File: src/rtl/interrupt_controller_pkg.sv
// Shared definitions for the interrupt controller: FSM state encoding and the
// default handler vector base.
package interrupt_controller_pkg;

  typedef logic [1:0] irq_state_t;

  localparam irq_state_t ST_IDLE   = 2'd0;
  localparam irq_state_t ST_ENTER  = 2'd1;
  localparam irq_state_t ST_ACTIVE = 2'd2;

  localparam logic [31:0] VEC_BASE_DEFAULT = 32'h0000_0100;

endpackage

File: src/rtl/irq_prio_enc.sv
// Lowest-index-first priority encoder: returns the id of the lowest set
// request bit and whether any bit is set.
module irq_prio_enc #(
  parameter int N    = 4,
  parameter int ID_W = $clog2(N)
) (
  input  logic [N-1:0]    req_i,
  output logic [ID_W-1:0] id_o,
  output logic            valid_o
);

  // Scanning downward lets the lowest set bit win by being written last.
  always_comb begin
    id_o    = '0;
    valid_o = 1'b0;
    for (int i = N - 1; i >= 0; i--) begin
      if (req_i[i]) begin
        id_o    = ID_W'(i);
        valid_o = 1'b1;
      end
    end
  end

endmodule

File: src/rtl/interrupt_controller.sv
// Single-level interrupt controller: edge-captured pending bits, enable mask,
// and a take/handler FSM that hands the pipeline a vector and a return PC.
//   state  | meaning
//   IDLE   | no handler running; take when an enabled source is pending
//   ENTER  | one-cycle take pulse on interrupt
//   ACTIVE | handler running; waits for mret_E
module interrupt_controller
  import interrupt_controller_pkg::*;
#(
  parameter int          N_IRQ    = 4,
  parameter logic [31:0] VEC_BASE = VEC_BASE_DEFAULT
) (
  input  logic                       clk,
  input  logic                       rst,
  input  logic [N_IRQ-1:0]           irq_src,
  input  logic                       irq_en_we,
  input  logic [N_IRQ-1:0]           irq_en_wdata,
  input  logic                       PCSrc_E,
  input  logic                       Stall_D,
  input  logic                       mret_E,
  input  logic [31:0]                PC_E,
  output logic                       interrupt,
  output logic [31:0]                irq_vector,
  output logic [$clog2(N_IRQ)-1:0]   irq_id,
  output logic [31:0]                mepc,
  output logic                       irq_active,
  output logic [N_IRQ-1:0]           irq_pending
);

  localparam int ID_W = $clog2(N_IRQ);

  irq_state_t       state_q, state_d;
  logic [N_IRQ-1:0] src_q;
  logic [N_IRQ-1:0] pend_q, pend_d;
  logic [N_IRQ-1:0] en_q, en_d;
  logic [N_IRQ-1:0] clr_mask;
  logic [N_IRQ-1:0] eligible;
  logic [ID_W-1:0]  id_q, id_d, enc_id;
  logic [31:0]      mepc_q, mepc_d;
  logic             enc_valid;
  logic             take;

  assign eligible = pend_q & en_q;

  irq_prio_enc #(
    .N    (N_IRQ),
    .ID_W (ID_W)
  ) u_prio_enc (
    .req_i   (eligible),
    .id_o    (enc_id),
    .valid_o (enc_valid)
  );

  // A blocked take is simply re-evaluated next cycle, so nothing is lost.
  assign take = (state_q == ST_IDLE) & enc_valid & ~PCSrc_E & ~Stall_D & ~mret_E;

  always_comb begin
    state_d  = state_q;
    id_d     = id_q;
    mepc_d   = mepc_q;
    clr_mask = '0;
    case (state_q)
      ST_IDLE: begin
        if (take) begin
          state_d  = ST_ENTER;
          id_d     = enc_id;
          mepc_d   = PC_E;
          clr_mask = N_IRQ'(1) << enc_id;
        end
      end
      ST_ENTER:  state_d = ST_ACTIVE;
      ST_ACTIVE: if (mret_E) state_d = ST_IDLE;
      default:   state_d = ST_IDLE;
    endcase
  end

  // Edges are OR-ed in after the clear so a same-cycle edge re-arms the bit.
  assign pend_d = (pend_q & ~clr_mask) | (irq_src & ~src_q);
  assign en_d   = irq_en_we ? irq_en_wdata : en_q;

  always_ff @(posedge clk) begin
    if (rst) begin
      state_q <= ST_IDLE;
      src_q   <= '0;
      pend_q  <= '0;
      en_q    <= '0;
      id_q    <= '0;
      mepc_q  <= '0;
    end else begin
      state_q <= state_d;
      src_q   <= irq_src;
      pend_q  <= pend_d;
      en_q    <= en_d;
      id_q    <= id_d;
      mepc_q  <= mepc_d;
    end
  end

  assign interrupt   = (state_q == ST_ENTER) & ~rst;
  assign irq_active  = (state_q != ST_IDLE) & ~rst;
  assign irq_vector  = VEC_BASE + (32'(id_q) << 2);
  assign irq_id      = id_q;
  assign mepc        = mepc_q;
  assign irq_pending = pend_q;

endmodule

File: config.mk
export PLATFORM = sky130hd
export DESIGN_NAME = interrupt_controller
export DESIGN_NICKNAME = d
export VERILOG_FILES = /design/src/rtl/interrupt_controller_pkg.sv /design/src/rtl/irq_prio_enc.sv /design/src/rtl/interrupt_controller.sv
export SDC_FILE = /design/constraint.sdc
export NUM_CORES = 1
export LEC_CHECK = 0
export ABC_CLOCK_PERIOD_IN_PS = 1600
export CAP_MARGIN = 20
export CORE_ASPECT_RATIO = 1.1
export CORE_MARGIN = 2
export CORE_UTILIZATION = 35
export DETAILED_ROUTE_END_ITERATION = 16
export GPL_TIMING_DRIVEN = 1
export PLACE_DENSITY = 0.74
export SLEW_MARGIN = 30
export SYNTH_ARGS = -nofsm -noshare
export SYNTH_HDL_FRONTEND = slang
export SYNTH_HIERARCHICAL = 1
export SYNTH_SLANG_ARGS = --single-unit
File: constraint.sdc
create_clock -name clk -period 1.6 [get_ports clk]
set_input_delay 0.32 -clock clk [delete_from_list [all_inputs] [get_ports clk]]
set_output_delay 0.32 -clock clk [all_outputs]
set_load 0.02 [all_outputs]
==> results of run 1 <==
-- cells by family after synthesis --
kind of cell	count (synthesis)	synth area share
AO/OA/AOI/OAI	77	0.1842
buffers and inverters	54	0.1693
flip-flops	48	0.4421
multiplexers	5	0.02303
other	2	0.003456
AND/OR/NAND/NOR	70	0.1779
-- registers in the layout, summed over array words and instances (netlist names) --
signal	flops
state_q	2
irq_pending	4
mepc	32
irq_id	2
src_q	4
en_q	4
-- worst paths after layout --
| kind | endpoint | slack [ns] |
|---|---|---|
| setup / recovery | mepc[12] | -0.03 |
| hold / removal | mepc[13] | 0.41 |
| setup reg to reg | mepc[12] | -0.03 |
| hold reg to reg | mepc[21] | 0.46 |
-- worst reg2reg max path, stage by stage, from the launching register on --
cell	delay (ns)
dfxtp_4	0.36
and2_4	0.13
nor2_2	0.04
nand2_1	0.08
or4b_4	0.49
buf_4	0.21
o21ai_1	0.14
a21oi_1	0.08
-- per-stage QoR --
step	cell area, um^2	utilization
final	3321	0.5461
after global placement	3134	0.5154
after floorplan	2306	-
after CTS	3238	0.5325
after global routing	3321	0.5461
after detailed placement	3134	0.5154
-- area by class of cell --
cell class                 instances  share of cell area
multi-input combinational        182              0.3014
timing repair buffer             113              0.3399
tap                               80             0.03014
clock buffer                       7             0.02939
clock inverter                     1            0.001507
sequential                        48              0.2954
inverter                           2            0.002261
-- repair_timing --
item	4_1_cts	5_1_grt
hold buffers	0	0
gates resized for setup	18	39
endpoints found under the setup margin	49	62
cloned	0	0
-- routing by layer --
metal	share of wire	vias up	routed length, um
met5	0	-	0
met4	0.0049	0	27
met3	0.088	4	479
met2	0.50	85	2738
met1	0.41	924	2218
li1	-	1011	-
-- cell usage in the layout, fill, tap and decap left out, types with 3 or more instances in the layout --
cell type,instances
nor2_1,8
o21ai_2,8
mux2i_1,5
dfxtp_4,4
buf_4,23
nor2_2,3
dfxtp_2,4
a21oi_1,41
nor3b_1,7
dlymetal6s2s_1,22
o21ai_1,26
clkbuf_8,5
dfxtp_1,40
clkdlybuf4s50_1,53
nor2b_1,4
conb_1,30
and2_4,4
nor3_1,3
dlygate4sd2_1,9
nand3_1,34
-- report_power, final --
group	switching, mW	total [mW]	internal, mW
registers	0.0184	1.25	1.23
clock network	0.387	0.788	0.401
logic	0.244	0.465	0.220
total	0.649	2.50	1.85
==> reports/qor.yml, run 1 <==
outcome: "complete, but fails checks"
violations: "negative setup slack"
synth_edf_count: 0
gp_congestion: 0.7976
start_util: 0.3574
cpLargestDelayFamily: "simple AND/OR/NAND/NOR gates"
drt_iter0_drc: 72
cp.arrival_ns: 1.81
timing.rr.start: "irq_pending[2]"
core_area_um2: 6081
synth_warnings: 6
yosysTopAreaCell: "dfxtp_1"
met2_usage: 0.2627
hold_class: "input port to register"
fill_cells: 589
cts.clk_slew.worst_paths_ns: 0.09
rsz0062_at_grt: "true"
ctsLongestPathBuffers: 2
synth_top_area_share: 0.4421
setup_violations: 16
cts_tree: "built"
dp_hpwl_um: 3987
cp_slowest_cell: "or4b_4"
async_flop_share: 0
multiInputGateArea_um2: 1001
hold_viol: 0
synth_flop_cell: "dfxtp_1"
vias: 2024
avgSynthCellArea_um2: 8.490
grt_use_total: 0.1550
wirelength_um: 5464
crit_type: "register to register"
vdd_drop_max_uv: 438.2
instances_no_fill: 433
maxCapViolCount: 0
grt_pass1_wl_um: 8473
cp_max_fo: 13
synth_common_cells: "48 x dfxtp_1, 42 x a21oi_1, 34 x nand3_1"
fin_ws_ns: -0.02971
die_area_um2: 6857
cts_setup_buffers: 0
cts_max_level: 2
overflow: 0
fin_skew_ns: 0.006050
synth-seq-area-share: 0.4421
ff2ff_path_depth: 7
vias_per_cell: 4.674
grt-busiest-layer: "met2"
critPathCaptureType: "register"
seq_area_um2: 980.9
fin_hold_ws_ns: 0.4104
synth_most_common_cell: "dfxtp_1"
detail_route.wl_per_cell_um: 12.62
p_leak_nw: 1.653
nNetsFinal: 398
rows: 30
startpoint: "irq_pending[2]"
critPathLaunchType: "register"
max_freq_mhz: 613.6
area.growth.synth_to_final_pct: 52.79
numCtsBuffers: 5
netlist_area_um2: 2173
synth_area_leaders: "dfxtp_1 44%, buf_4 11%, a21oi_1 9.7%"
drive_above_1_share: 0.1785
met1_usage: 0.1888
ys_ff_latch: 48
finalSetupTns_ns: -0.1314
die_y_um: 86.65
cts-root-buf: "clkbuf_8"
use_met3: 0.05625
power.density_nw_per_um2: 752.7
slowest_delay_ns: 0.49
antenna_left: 0
grt_start_max_net_pins: 36
crit_cells: 7
clock_latency_ns: 0.29
maxSlewViolCount: 0
whs_path_depth: 3
worstPathRequired_ns: 1.78
port_buffers: 87
total_power_mw: 2.500
hp-start: "rst"
io_pins: 118
dr.pass1.iters: 4
route.detailed.drc: 0
place_inst: 425
cts_sinks: 48
period_share: 1.019
synth_cell_type_count: 26
fin_crit_ns: 1.630
crit_chain: "and2_4 > nor2_2 > nand2_1 > or4b_4 > buf_4 > o21ai_1 > a21oi_1"
place_ws_ns: -0.3759
synth_cells: 256
grt_pass1_vias: 1841
diodes: 0
path_buf_inv: 1
antenna_found_initial: 0
die_w_um: 79.14
(Power assumes the default switching activity.)
==> inputs of run 2 (changes only) <==
- CORE_UTILIZATION: 35 -> 40
- DONT_BUFFER_PORTS: default -> 1
- HOLD_SLACK_MARGIN: default -> 0.05
- PLACE_DENSITY: 0.74 -> 0.54
- SLEW_MARGIN: 30 -> default
==> run 2 against run 1 <==
The flow still finishes with violations (negative setup slack). First-iteration DRC count is 28% lower. Cell area is 28% lower. Register-to-register slack worse by 0.02 ns. Sequential share of layout area increased by 11 points. Via count fell by 19%. Critical path type unchanged. Largest power group unchanged.
==> reports/qor.yml, run 2 (synthesis results as in run 1) <==
period_share: 1.032
critPathLaunchType: "register"
route.detailed.drc: 0
cpLargestDelayFamily: "simple AND/OR/NAND/NOR gates"
nNetsFinal: 304
grt_use_total: 0.1564
power.density_nw_per_um2: 930.3
overflow: 0
switching_share: 0.2711
comb_power_share: 0.123
cp_max_fo: 17
die_area_um2: 6040
wl_met1_um: 1990
dr.pass1.iters: 3
top_layer: "met4"
cts_max_level: 2
cts_tree: "built"
instances_no_fill: 334
hold_buffers: 0
maxCapViolCount: 0
vias: 1648
dp_hpwl_um: 3318
crit_chain: "and2_4 > nor2_2 > nand2_1 > or4b_4 > clkbuf_16 > o21ai_1 > a21oi_1"
p_int_mw: 1.626
clock_latency_ns: 0.29
cp_slowest_cell: "or4b_4"
placed_cell_area_um2: 2202
fin_crit_ns: 1.652
antenna_left: 0
path_buf_inv: 1
cts-root-buf: "clkbuf_8"
core_area_um2: 5325
hold_viol: 0
start_util: 0.4081
antenna_found_initial: 0
power.switching_uw: 604.5
port_buffers: 0
p_leak_nw: 0.8556
total_power_mw: 2.230
vias_per_cell: 4.934
design_area_um2: 2397
hold_class: "input port to register"
max_freq_mhz: 605.3
slowest_delay_ns: 0.52
clkPwrFrac: 0.311
violations: "negative setup slack"
rsz0062_at_grt: "true"
place_inst: 325
drt_iter0_drc: 52
setup_violations: 22
wl_met3_um: 417
detail_route.wl_per_cell_um: 14.89
vdd_drop_max_uv: 555.1
area.growth.synth_to_final_pct: 10.31
critPathCaptureType: "register"
place_ws_ns: -0.08036
rows: 28
fin_ws_ns: -0.05198
worstPathRequired_ns: 1.79
wl_met2_um: 2509
crit_type: "register to register"
largest_reg_flops: 32
wirelength_um: 4974
io_pins: 118
cts.clk_slew.worst_paths_ns: 0.09
p_seq_frac: 0.566
drive_above_1_share: 0.2510
cp.arrival_ns: 1.84
fill_cells: 571
maxSlewViolCount: 0
grt_pass1_wl_um: 7245
die_y_um: 81.31
numCtsBuffers: 5
final_common_cell: "dfxtp_1"
die_w_um: 74.28
ctsLongestPathBuffers: 2
grt_start_max_net_pins: 52
diodes: 0
layout_common_cells: "42 x dfxtp_1, 40 x a21oi_1, 34 x nand3_1"
outcome: "complete, but fails checks"
gp_congestion: 0.7427
grt_pass1_vias: 1460
cts_sinks: 48
fin_hold_ws_ns: 0.08893
fin_skew_ns: 0.004380
==> run 2: changes by cell type in the layout (fill, tap and decap cells not counted), sizes merged <==
cell,delta
buf,-9
clkdlybuf4s15,-1
clkdlybuf4s50,-53
dlygate4sd2,-9
dlymetal6s2s,-22
==> run 2: final cells by class <==
| class | instances | area [um^2] | share of cell area |
|---|---|---|---|
| clock buffer | 7 | 76.32 | 0.03184 |
| timing repair buffer | 19 | 185.2 | 0.07724 |
| inverter | 2 | 7.507 | 0.003132 |
| sequential | 48 | 978.4 | 0.4081 |
| clock inverter | 1 | 5.005 | 0.002088 |
| tap | 75 | 93.84 | 0.03914 |
| multi-input combinational | 182 | 1051 | 0.4384 |
==> run 2: worst paths after layout <==
kind         slack (ns)        to            from  depth (start not counted)
max               -0.05  mepc[11]  irq_pending[2]                          7
min                0.09  src_q[2]             rst                          1
max reg2reg       -0.05  mepc[11]  irq_pending[2]                          7
min reg2reg        0.49   en_q[3]         en_q[3]                          2
==> run 2: power by group through the flow <==
stage / clock network, mW / logic (mW) / registers, mW
after CTS: 0.721 / 0.259 / 1.26
final: 0.694 / 0.274 / 1.26
after detailed placement: 0 / 0.258 / 1.29
after floorplan: 0 / 0.258 / 1.30
after global routing: 0.762 / 0.301 / 1.26
after global placement: 0 / 0.256 / 1.29
==> run 2: metal layers <==
layer	up-vias	track usage
met5	-	0
met4	0	0.04821
met3	5	0.05831
met2	62	0.2652
met1	753	0.1829
li1	828	-
==> run 2: repair_timing <==
item,CTS,global route
endpoints found under the setup margin,38,38
buffers inserted,0,0
cloned,0,1
resized for setup,4,26
==> run 2: worst reg2reg max path: stages (launching register included) <==
cell       delay (ns)
dfxtp_4          0.35
and2_4           0.13
nor2_2           0.04
nand2_1          0.08
or4b_4           0.52
clkbuf_16        0.22
o21ai_1          0.14
a21oi_1          0.07
==> run 2: through the flow <==
stage	utilization	TNS, ns
after floorplan	-	-0.6457
after detailed placement	0.4135	-1.416
after global routing	0.4502	-2.974
final	0.4502	-0.4793
after CTS	0.4300	-0.1330
after global placement	0.4135	-0.04428
==> RTL change (config.mk and constraints of run 2) <==
The parameter `N_IRQ` goes from 4 to 8.
--- a/src/rtl/interrupt_controller.sv
+++ b/src/rtl/interrupt_controller.sv
@@ -7,7 +7,7 @@
 module interrupt_controller
   import interrupt_controller_pkg::*;
 #(
-  parameter int          N_IRQ    = 4,
+  parameter int          N_IRQ    = 8,
   parameter logic [31:0] VEC_BASE = VEC_BASE_DEFAULT
 ) (
   input  logic                       clk,
Interface: changed (resized irq_en_wdata, irq_id, irq_pending and irq_src); port bits go from 118 to 131. No check against the original RTL was run, so the function may have changed too.
==> RTL change against run 2 <==
- the run still ends with setup timing left
- final area is 35% higher
- power is 58% higher
- synthesized cell count is 22% higher
- synthesized area is 25% higher
- first-iteration DRC count is 5.8% higher
- count of clock-buffer cells in the layout is 4 higher
- wire length is 35% higher
- worst setup slack worse by 0.044 ns
- largest cell class unchanged
- sequential cell count is 13 higher
- hold slack better by 0.029 ns
==> RTL change: results (changes against run 2) <==
setup_path:
  crit_arrival_ns: 1.91  # was 1.84 ns
  cp_top_family: "simple AND/OR/NAND/NOR gates"  # unchanged
  crit_fanout: 15  # was 17
finish:
  fillers: 628  # was 571
  nets: 379  # was 304
yosys:
  synth_common_cells: "dfxtp_1, a21oi_1, nand3_1"  # unchanged
  seq_area_frac_synth: 0.451  # was 0.442
  synth_area_leaders: "dfxtp_1, a21oi_1, buf_4"  # was dfxtp_1, buf_4, a21oi_1
  ys_types: 32  # was 26
sta:
  fin_skew_ns: 0.00634  # was 0.00438 ns
  finalSetupViolations: 43  # was 22
  layout_setup_ws_ns: -0.0958  # was -0.0520 ns
  setup_tns_ns: -2.51  # was -0.479 ns
grt:
  grt_pass1_vias: 2065  # was 1460
  track_usage: 0.176  # was 0.156
  grt_first_pass_wirelength_mm: 10.0  # was 7.25 mm
  grt_max_degree: 46  # was 52
outcome:
  violations: "setup timing"  # unchanged
  run_status: "finished with violations"  # unchanged
clock_network:
  clk_latency_ns: 0.33  # was 0.29 ns
  numCtsBuffers: 9  # was 5
  cts_max_level: 3  # was 2
  clkTransAtPathRegs_ns: 0.07  # was 0.09 ns
detailed_routing:
  wirelength_mm: 6.72  # was 4.97 mm
  firstDrtPassIters: 4  # was 3
  drt_iter0_markers: 55  # was 52
  routed-via-count: 2155  # was 1648
pwr:
  leakagePower_nw: 1.20  # was 0.856 nW
placed_design:
  pre_cts_ws_ns: -0.134  # was -0.0804 ns
  place.gp.congestion: 0.753  # was 0.743
  hpwl_mm: 4.31  # was 3.32 mm
-- RTL change: layout make-up --
cell class | count | area [µm²] | share of cell area
clock inverter | 5 | 30.0 | 0.00927
tap | 82 | 103 | 0.0317
clock buffer | 11 | 174 | 0.0537
sequential | 61 | 1260 | 0.388
timing repair buffer | 29 | 285 | 0.0881
inverter | 3 | 11.3 | 0.00348
multi-input combinational | 221 | 1380 | 0.426
-- RTL change: kinds of logic after synthesis --
group	share of synthesized area
AO/OA/AOI/OAI	0.171
buffers and inverters	0.136
flip-flops	0.451
multiplexers	0.0333
other	0.00277
AND/OR/NAND/NOR	0.206
-- RTL change: timing repair --
action	CTS	global route
resized for setup	11	27
buffers inserted	1	0
endpoints found under the hold margin	45	1
pin swaps	2	2
hold buffers	2	1
setup endpoints to repair	43	45
-- RTL change: layer usage --
metal  track usage  share of wire  routed length, µm  up-vias
met5             0              0                  0        -
met2         0.279           0.49               3310       77
met3        0.0760          0.092                616        6
met4        0.0569         0.0082                 55        0
met1         0.211           0.41               2740     1012
li1              -              -                  -     1060
-- RTL change: stage by stage --
| stage | hold WS, ns | cells |
|---|---|---|
| after floorplan | 0.445 | 340 |
| after global placement | 0.399 | 392 |
| after detailed placement | 0.399 | 392 |
| after CTS | 0.0570 | 411 |
| after global routing | 0.0980 | 412 |
| final | 0.118 | 412 |
-- RTL change: worst paths after layout --
kind | startpoint | endpoint | cells past startpoint
worst max-delay path | irq_pending[2]$_SDFF_PP0_ | irq_pending[7]$_SDFF_PP0_ | 7
worst max register to register | irq_pending[2]$_SDFF_PP0_ | irq_pending[7]$_SDFF_PP0_ | 7
worst min-delay path | PC_E[7] | mepc[7]$_SDFFE_PP0P_ | 2
worst min register to register | src_q[0]$_SDFF_PP0_ | irq_pending[0]$_SDFF_PP0_ | 2
-- RTL change: worst register-to-register path, cell delays in order (launching register included) --
cell,delay [ns]
dfxtp_4,0.34
and2_4,0.17
nor4_4,0.05
nand2_1,0.08
or4b_4,0.51
buf_12,0.18
nor2_4,0.16
a21oi_1,0.09
-- RTL change: power by group --
part           internal [W]  leakage [nW]  switching (W)
clock network      0.000742         0.101       0.000610
registers           0.00158         0.504      0.0000628
logic              0.000206         0.593       0.000314
